<file path="config.mk">
export PLATFORM = sky130hd
export DESIGN_NAME = seg_scan_ctrl
export DESIGN_NICKNAME = d
export VERILOG_FILES = /design/src/rtl/seg_pkg.sv /design/src/rtl/seg_hex_decode.sv /design/src/rtl/seg_scan_ctrl.sv
export SDC_FILE = /design/constraint.sdc
export NUM_CORES = 1
export LEC_CHECK = 0
export BUFFER_PORTS_ARGS = -buffer_cell sky130_fd_sc_hd__buf_4
export CORE_UTILIZATION = 59
export CTS_BUF_LIST = sky130_fd_sc_hd__clkbuf_4 sky130_fd_sc_hd__clkbuf_8 sky130_fd_sc_hd__clkbuf_16
export DETAILED_ROUTE_END_ITERATION = 8
export GPL_TIMING_DRIVEN = 0
export PLACE_DENSITY = 0.89
export SYNTH_ARGS = -nofsm -noshare
export SYNTH_HDL_FRONTEND = slang
export SYNTH_HIERARCHICAL = 1
export SYNTH_SLANG_ARGS = --single-unit
</file>
<file path="constraint.sdc">
create_clock -name clk -period 5.4 [get_ports clk]
set_input_delay 0.27 -clock clk [delete_from_list [all_inputs] [get_ports clk]]
set_output_delay 0.27 -clock clk [all_outputs]
set_load 0.05 [all_outputs]
</file>
<file path="src/rtl/seg_pkg.sv">
// Shared constants and types for the multiplexed 7-segment scan controller:
// pin idle levels, hex segment table, slot FSM states and the frame record.
package seg_pkg;

    localparam logic [6:0] SEG_BLANK = 7'h7F;
    localparam logic [7:0] AN_OFF    = 8'hFF;

    // Active-low {g,f,e,d,c,b,a}; entry n is the glyph for hex digit n.
    localparam logic [15:0][6:0] SEG_TABLE = {
        7'h0E, 7'h06, 7'h21, 7'h46,   // F E d C
        7'h03, 7'h08, 7'h10, 7'h00,   // b A 9 8
        7'h78, 7'h02, 7'h12, 7'h19,   // 7 6 5 4
        7'h30, 7'h24, 7'h79, 7'h40    // 3 2 1 0
    };

    typedef enum logic [1:0] {
        ST_GUARD = 2'd0,
        ST_ON    = 2'd1,
        ST_OFF   = 2'd2
    } slot_state_e;

    typedef struct packed {
        logic [31:0] digits;
        logic [7:0]  dp;
        logic [7:0]  mask;
        logic        lz;
    } frame_t;

endpackage

</file>
<file path="src/rtl/seg_hex_decode.sv">
// Combinational hex nibble to active-low 7-segment pattern.
module seg_hex_decode
    import seg_pkg::*;
(
    input  logic [3:0] nibble,
    output logic [6:0] seg
);

    assign seg = SEG_TABLE[nibble];

endmodule

</file>
<file path="src/rtl/seg_scan_ctrl.sv">
// 8-digit common-anode 7-segment scan controller: slot prescaler, guard/PWM
// slot FSM, double-buffered frame with frame-boundary swap, leading-zero blanking.
module seg_scan_ctrl
    import seg_pkg::*;
#(
    parameter int CLK_HZ     = 100_000_000,
    parameter int REFRESH_HZ = 1000,
    parameter int GUARD_CYC  = 1000      // must be at least 1
) (
    input  logic        clk,
    input  logic        rst_n,
    input  logic        wr_valid,
    output logic        wr_ready,
    input  logic [31:0] wr_digits,
    input  logic [7:0]  wr_dp,
    input  logic [7:0]  wr_mask,
    input  logic        wr_lz,
    input  logic [3:0]  brightness,
    output logic [7:0]  an,
    output logic [6:0]  seg,
    output logic        dp,
    output logic        frame_done
);

    localparam int DIV  = CLK_HZ / REFRESH_HZ;
    localparam int STEP = (DIV - GUARD_CYC) / 16;
    localparam int CW   = $clog2(DIV);

    localparam logic [CW-1:0] LAST_CNT   = CW'(DIV - 1);
    localparam logic [CW-1:0] GUARD_LAST = CW'(GUARD_CYC - 1);

    logic [CW-1:0] slot_cnt;
    logic [2:0]    digit;
    slot_state_e   state, state_nxt;
    logic [3:0]    bright_q;
    logic [3:0]    bright_eff;
    logic [CW-1:0] on_cyc;
    logic          slot_end;
    logic          frame_end;

    frame_t        act;
    frame_t        shadow;
    logic          pending;
    logic          accept;

    logic [7:0]    lz_dark;
    logic [3:0]    cur_nib;
    logic [6:0]    cur_seg;
    logic          lit;

    assign slot_end  = (slot_cnt == LAST_CNT);
    assign frame_end = slot_end && (digit == 3'd7);

    // On the first cycle of a slot the latch is still loading, so use the live input.
    assign bright_eff = (slot_cnt == '0) ? brightness : bright_q;
    assign on_cyc     = CW'(32'(bright_eff) * STEP);

    // NOTE: sequential state uses non-blocking assignments so every flop
    // samples the pre-edge values of the others, independent of statement order.
    always_ff @(posedge clk or negedge rst_n) begin
        if (!rst_n) begin
            slot_cnt <= '0;
            digit    <= '0;
            state    <= ST_GUARD;
            bright_q <= '0;
        end else begin
            state <= state_nxt;
            if (slot_cnt == '0)
                bright_q <= brightness;
            if (slot_end) begin
                slot_cnt <= '0;
                digit    <= digit + 3'd1;
            end else begin
                slot_cnt <= slot_cnt + CW'(1);
            end
        end
    end

    // NOTE: state_nxt is defaulted before the case so no path leaves it
    // unassigned, which would otherwise infer a latch.
    always_comb begin
        state_nxt = state;
        unique case (state)
            ST_GUARD: if (slot_cnt == GUARD_LAST)
                          state_nxt = (on_cyc == '0) ? ST_OFF : ST_ON;
            ST_ON:    if (slot_cnt == GUARD_LAST + on_cyc)
                          state_nxt = ST_OFF;
            ST_OFF:   if (slot_end)
                          state_nxt = ST_GUARD;
            default:  state_nxt = ST_GUARD;
        endcase
    end

    assign accept   = wr_valid && !pending;
    assign wr_ready = !pending;

    // NOTE: the frame buffers are ordinary flops, not RAM, so they are reset
    // and the display comes up dark with every digit masked off.
    always_ff @(posedge clk or negedge rst_n) begin
        if (!rst_n) begin
            act     <= '0;
            shadow  <= '0;
            pending <= 1'b0;
        end else if (frame_end && pending) begin
            act     <= shadow;
            pending <= 1'b0;
        end else if (accept) begin
            shadow.digits <= wr_digits;
            shadow.dp     <= wr_dp;
            shadow.mask   <= wr_mask;
            shadow.lz     <= wr_lz;
            pending       <= 1'b1;
        end
    end

    // A digit is LZ-dark while it and every digit above it are zero; digit 0 never is.
    always_comb begin
        logic zero_run;
        lz_dark  = '0;
        zero_run = act.lz;
        for (int i = 7; i >= 1; i--) begin
            zero_run   = zero_run && (act.digits[4*i +: 4] == 4'h0);
            lz_dark[i] = zero_run;
        end
    end

    assign cur_nib = act.digits[{digit, 2'b00} +: 4];

    seg_hex_decode u_hex_decode (
        .nibble (cur_nib),
        .seg    (cur_seg)
    );

    assign lit = (state == ST_ON) && act.mask[digit] && !lz_dark[digit];

    // frame_done shares the pin latency so it lines up with the last digit-7 cycle seen on the pins.
    always_ff @(posedge clk or negedge rst_n) begin
        if (!rst_n) begin
            an         <= AN_OFF;
            seg        <= SEG_BLANK;
            dp         <= 1'b1;
            frame_done <= 1'b0;
        end else begin
            an         <= lit ? ~(8'h01 << digit) : AN_OFF;
            seg        <= lit ? cur_seg : SEG_BLANK;
            dp         <= lit ? ~act.dp[digit] : 1'b1;
            frame_done <= frame_end;
        end
    end

endmodule

</file>
==> results_dict.tcl, run 1 <==
set metrics [dict create \
    min_to "shadow[47]$_DFFE_PN0P_" \
    arrival_ns 5.41 \
    max_freq_mhz 197 \
    dp_hpwl_um 11100 \
    pre_cts_ws_ns 0.199 \
    dpl-instance-area_mm2 0.00791 \
    required_ns 5.73 \
    violations "design-rule violations" \
    cts_tree "built" \
    reg2reg_depth 16 \
    grt_pass1_wl_um 26600 \
    grt_overflow_total 0 \
    root_buffer "clkbuf_16" \
    yosysUniqueCellTypes 70 \
    track_usage_pct 27.8 \
    io_pins 74 \
    synth_area_per_cell_um2 12.5 \
    clock_sinks 142 \
    cp-end-kind "register" \
    ir_drop_v 0.000219 \
    wirelength_um 16200 \
    drc 4 \
    gp_congestion 0.885 \
    rows 39 \
    first_pass_iters 6 \
    die_area_mm2 0.0126 \
    fp.dieH_um 112 \
    port_buffers 73 \
    ys_ff_latch 142 \
    drive_gt1_share_pct 38.1 \
    antenna_found_initial 0 \
    ant_nets 0 \
    slew_violations 0 \
    synthArstFlopShare_pct 100 \
    wl_per_cell_um 19.7 \
    setup_viol 0 \
    ys_warn_count 6 \
    cts_max_path_buffers 2 \
    min-delay-start "wr_digits[30]" \
    num_antenna_cells 0 \
    syn-num-nets 662 \
    routed-via-count 4931 \
    leakage_nw 3.95 \
    worstSkewPairLatency_ns 0.43 \
    cts_max_level 4 \
    core_mm2 0.0116 \
    crit_path_start_kind "register" \
    clk_pin_slew_ns 0.06 \
    worstHoldPathType "in -> reg" \
    drt_iter0_markers 243 \
    nFillCells 714 \
    cts_buffers 17 \
    period_needed_ns 5.07 \
    regArea_mm2 0.00357 \
    reg2reg_from "slot_cnt[15]$_DFF_PN0_" \
    synth_area_mm2 0.00715 \
    viasPerCell 5.99 \
    worst_slack_ns 0.327 \
    maxCapViolations 0 \
    layout_common_cells "126 x dfrtp_1, 102 x mux2_2, 74 x buf_4" \
    multi_input_area_mm2 0.00339 \
    floorplan.initialDensity_pct 61.6 \
    worst_slew_margin_rel_pct 42.0 \
    rsz0062_at_grt "no" \
    hold_violations 0 \
    setup_tns_ns 0 \
    nets 757 \
    r2r-end "state[1]$_DFFE_PN0P_" \
    postSynthCellCount 572 \
    layout_commonest_cell "dfrtp_1" \
    p_per_area_mw_per_mm2 313 \
    fin_crit_sh_pct 93.9 \
    hold_depth 2 \
    outcome "finished, violations left" \
    fin_area_mm2 0.00862 \
    fp.dieW_um 112 \
    utilization_pct 74.2 \
    worst-setup-path-type "reg -> reg" \
    synth_edf_count 0 \
    clock_skew_ns 0.0109 \
    cp_max_fo 6 \
    grt_pass1_vias 5188 \
    tightestPinTransition_ns 0.870 \
    ys.flop_type "dfrtp_1" \
    area_delta_synth_final_pct 20.6 \
    reg2reg_slack_ns 0.33 \
    seq_area_frac_synth_pct 50.0 \
    grt_max_degree 92 \
]
## cells by family (layout without fill, tap and decap cells)
kind of cell	Yosys count	after routing	synth area share, %
AND/OR/NAND/NOR	145	145	10.8
flip-flops	142	142	50.0
multiplexers	118	118	20.4
AO/OA/AOI/OAI	55	55	5.32
buffers and inverters	43	151	2.85
XOR/XNOR	35	35	4.50
adder cells (fa/ha/maj)	34	34	6.16
## synth_stat cells (all sizes together) (6+ instances only)
cell type	number	area share (%)
dfstp	16	5.9
dfrtp	126	44
clkbuf	16	0.84
mux2	102	16
nand3	15	1.0
a21oi	8	0.56
and3	7	0.63
nand2b	8	0.70
xnor2	21	2.6
nand2	46	2.5
inv	17	0.93
nor3	9	0.63
o21ai	15	1.1
buf	8	0.58
nor2	21	1.2
xor2	13	1.6
a31oi	6	0.52
ha	32	5.6
nor4	8	0.70
mux4	12	3.8
## per-layer routing
layer | track usage (%) | vias up | wire (um)
met5 | 0 | - | 0
met4 | 12.3 | 0 | 433
met3 | 5.35 | 36 | 748
met2 | 47.3 | 147 | 8390
met1 | 35.0 | 2505 | 6660
li1 | - | 2243 | -
## where the power goes
| part | total [mW] | internal [mW] | switching (mW) |
|---|---|---|---|
| combinational | 0.246 | 0.126 | 0.120 |
| sequential | 1.14 | 1.11 | 0.0304 |
| clock | 1.31 | 0.860 | 0.454 |
## flip-flops by register name, indices dropped and copies added (netlist names)
register,cells
dp,1
bright_q,4
pending,1
an,8
seg,7
digit,3
act,49
frame_done,1
state,2
shadow,49
slot_cnt,17
## critical path, stage by stage (launching register included)
cell and delay (ns):
dfrtp_1 0.45, or4_4 0.57, nor2_4 0.18, nand2_2 0.15, mux2_2 0.36, ha_1 0.29, inv_1 0.06, fa_1 0.39
ha_1 0.36, xor2_2 0.21, nand2_1 0.10, a31o_2 0.24, or3_1 0.35, a211o_1 0.32, a2111o_1 0.43, or4_1 0.41
o21ai_0 0.10
## worst max path at each step
stage / depth (start not counted) / start / slack (ns) / end
6_report: 16 / slot_cnt[15]$_DFF_PN0_ / 0.33 / state[1]$_DFFE_PN0P_
5_1_grt: 18 / slot_cnt[0]$_DFF_PN0_ / 0.04 / state[0]$_DFFE_PN0P_
4_1_cts: 17 / slot_cnt[12]$_DFF_PN0_ / 0.15 / state[1]$_DFFE_PN0P_
3_5_place_dp: 17 / slot_cnt[12]$_DFF_PN0_ / 0.20 / state[1]$_DFFE_PN0P_
3_3_place_gp: 17 / slot_cnt[12]$_DFF_PN0_ / 0.31 / state[1]$_DFFE_PN0P_
2_1_floorplan: 16 / slot_cnt[15]$_DFF_PN0_ / 0.65 / state[1]$_DFFE_PN0P_
## cell type report
type                            count  share of cell area (%)
Buffer                             25                    1.55
Clock buffer                       20                    5.41
Clock inverter                     12                    2.41
Inverter                           18                   0.813
Multi-Input combinational cell    387                    39.4
Sequential cell                   142                    41.5
Tap cell                          143                    2.08
Timing Repair Buffer               76                    6.92
## through the flow
| stage | total power [mW] | cells | hold WS, ns |
|---|---|---|---|
| finish | 2.70 | 823 | 0.0782 |
| global placement | 1.37 | 788 | 0.485 |
| CTS | 2.69 | 822 | 0.0718 |
| global route | 2.79 | 823 | 0.0742 |
| floorplan | 1.29 | 572 | -0.0256 |
| detailed placement | 1.39 | 789 | 0.245 |
## timing repair
| item | in CTS | in global routing |
|---|---|---|
| hold endpoints to repair | 51 | 0 |
| hold buffers | 1 | 0 |
| buffers inserted | 0 | 1 |
| setup endpoints to repair | 0 | 2 |
| resized for setup | 0 | 6 |
Note: power is estimated with default switching activity, not from simulation.
==> run 2, diff against run 1 <==
--- a/config.mk
+++ b/config.mk
@@ -6,6 +6,7 @@
 export NUM_CORES = 1
 export LEC_CHECK = 0
 export BUFFER_PORTS_ARGS = -buffer_cell sky130_fd_sc_hd__buf_4
+export CORE_MARGIN = 4
 export CORE_UTILIZATION = 59
 export CTS_BUF_LIST = sky130_fd_sc_hd__clkbuf_4 sky130_fd_sc_hd__clkbuf_8 sky130_fd_sc_hd__clkbuf_16
 export DETAILED_ROUTE_END_ITERATION = 8
==> results_dict.tcl, run 2 (same netlist as run 1, synthesis figures left out) <==
set metrics [dict create \
    regArea_mm2 0.00357 \
    ir_drop_v 0.000247 \
    cts_max_path_buffers 2 \
    nets 756 \
    viasPerCell 5.90 \
    cp-end-kind "register" \
    fin_crit_sh_pct 95.3 \
    area_delta_synth_final_pct 19.3 \
    wl_per_cell_um 18.8 \
    rows 39 \
    setup_viol 0 \
    num_antenna_cells 0 \
    die_area_mm2 0.0139 \
    dp_hpwl_um 11200 \
    hold_violations 0 \
    worst_slew_margin_rel_pct 45.6 \
    first_pass_iters 4 \
    core_mm2 0.0117 \
    leakage_nw 3.90 \
    cts_tree "built" \
    grt_max_degree 73 \
    clk_pin_slew_ns 0.06 \
    clock_skew_ns 0.00790 \
    worstHoldPathType "in -> reg" \
    root_buffer "clkbuf_16" \
    max_freq_mhz 194 \
    critPathTopFamily "compound AO/OA/AOI/OAI gates" \
    p_per_area_mw_per_mm2 293 \
    maxCapViolations 0 \
    clock_sinks 142 \
    ant_nets 0 \
    cp_slowest_cell "or4_4" \
    total_power_mw 2.50 \
    cts_buffers 17 \
    floorplan.initialDensity_pct 61.3 \
    path_common_cell "ha_1" \
    max_stage_delay_ns 0.57 \
    arrival_ns 5.41 \
    port_buffers 73 \
    largestRegisters "act: 49 flops, shadow: 49 flops, slot_cnt: 17 flops" \
    setup_tns_ns 0 \
    wirelength_um 15500 \
    gp_congestion 0.919 \
    outcome "finished clean" \
    drc 0 \
    layout_commonest_cell "dfrtp_1" \
    fp.dieH_um 118 \
    nFillCells 763 \
    track_usage_pct 23.4 \
    grt_pass1_wl_um 26000 \
    io_pins 74 \
    dpl-instance-area_mm2 0.00791 \
    routed-via-count 4851 \
    crit_path_start_kind "register" \
    drt_iter0_markers 282 \
    grt_overflow_total 0 \
    crit_path_cell_trace "or4_4 > nor2_4 > nand2_2 > mux2_2 > ha_1 > inv_1 > fa_1 > ha_1 > xor2_2 > nand2_1 > a31o_2 > or3_1 > a211o_1 > a2111o_1 > o311ai_0 > o21ai_0" \
    cts_max_level 4 \
    drive_gt1_share_pct 38.3 \
    period_needed_ns 5.15 \
    fp.dieW_um 118 \
    slew_violations 0 \
    tightestPinTransition_ns 0.816 \
    layout_common_cells "126 x dfrtp_1, 102 x mux2_2, 73 x buf_4" \
    cp_max_fo 6 \
    required_ns 5.67 \
    antenna_found_initial 0 \
    rsz0062_at_grt "no" \
    worstSkewPairLatency_ns 0.42 \
    worst-setup-path-type "reg -> reg" \
    grt_pass1_vias 5231 \
    fin_area_mm2 0.00853 \
    multi_input_area_mm2 0.00340 \
    worst-path-buf-inv 1 \
]
-- run 2: cell type report --
| class | instances | share of cell area, % |
|---|---|---|
| sequential | 142 | 41.9 |
| tap | 143 | 2.10 |
| clock buffer | 20 | 5.47 |
| inverter | 18 | 0.821 |
| buffer | 25 | 1.57 |
| clock inverter | 12 | 1.33 |
| multi-input combinational | 387 | 39.9 |
| timing repair buffer | 75 | 6.91 |
-- run 2: stage by stage --
step	util (%)	hold WS, ns	setup WS (ns)	cells
finish	73.1	0.0818	0.255	822
global route	73.1	0.0677	0.0418	822
CTS	72.9	0.0627	0.138	822
detailed placement	67.8	0.319	0.223	789
global placement	67.5	0.485	0.298	788
floorplan	-	-0.0256	0.645	572
-- run 2: final timing paths --
kind,start,end,slack (ns),depth (start not counted)
setup / recovery,slot_cnt[15]$_DFF_PN0_,state[0]$_DFFE_PN0P_,0.25,16
hold / removal,wr_digits[19],shadow[36]$_DFFE_PN0P_,0.08,2
setup reg to reg,slot_cnt[15]$_DFF_PN0_,state[0]$_DFFE_PN0P_,0.25,16
hold reg to reg,shadow[31]$_DFFE_PN0P_,act[31]$_DFFE_PN0P_,0.50,1
max in group asynchronous,rst_n,seg[3]$_DFF_PN1_,4.18,3
min in group asynchronous,rst_n,shadow[11]$_DFFE_PN0P_,0.43,2
-- run 2: power by group --
part / switching, mW / internal, mW / total, mW / leakage [nW]
sequential: 0.0273 / 1.11 / 1.14 / 1.82
combinational: 0.117 / 0.123 / 0.241 / 1.81
clock: 0.451 / 0.671 / 1.12 / 0.274
total: 0.596 / 1.90 / 2.50 / 3.90
-- run 2: repair_timing --
item,CTS,global route
resized for setup,0,7
hold buffers,1,0
setup endpoints to repair,0,2
setup buffers,0,0
endpoints found under the hold margin,71,0
-- run 2: metal layers --
layer / global-route usage [%] / wire (um)
met1: 30.2 / 6620
met2: 38.9 / 7830
met3: 5.24 / 727
met4: 8.35 / 298
met5: 0 / 0
-- run 2: worst reg2reg max path, cell delays in order (launching register included) --
cell	delay [ns]
dfrtp_1	0.45
or4_4	0.57
nor2_4	0.17
nand2_2	0.15
mux2_2	0.36
ha_1	0.29
inv_1	0.07
fa_1	0.56
ha_1	0.25
xor2_2	0.25
nand2_1	0.11
a31o_2	0.24
or3_1	0.33
a211o_1	0.29
a2111o_1	0.42
o311ai_0	0.31
o21ai_0	0.18
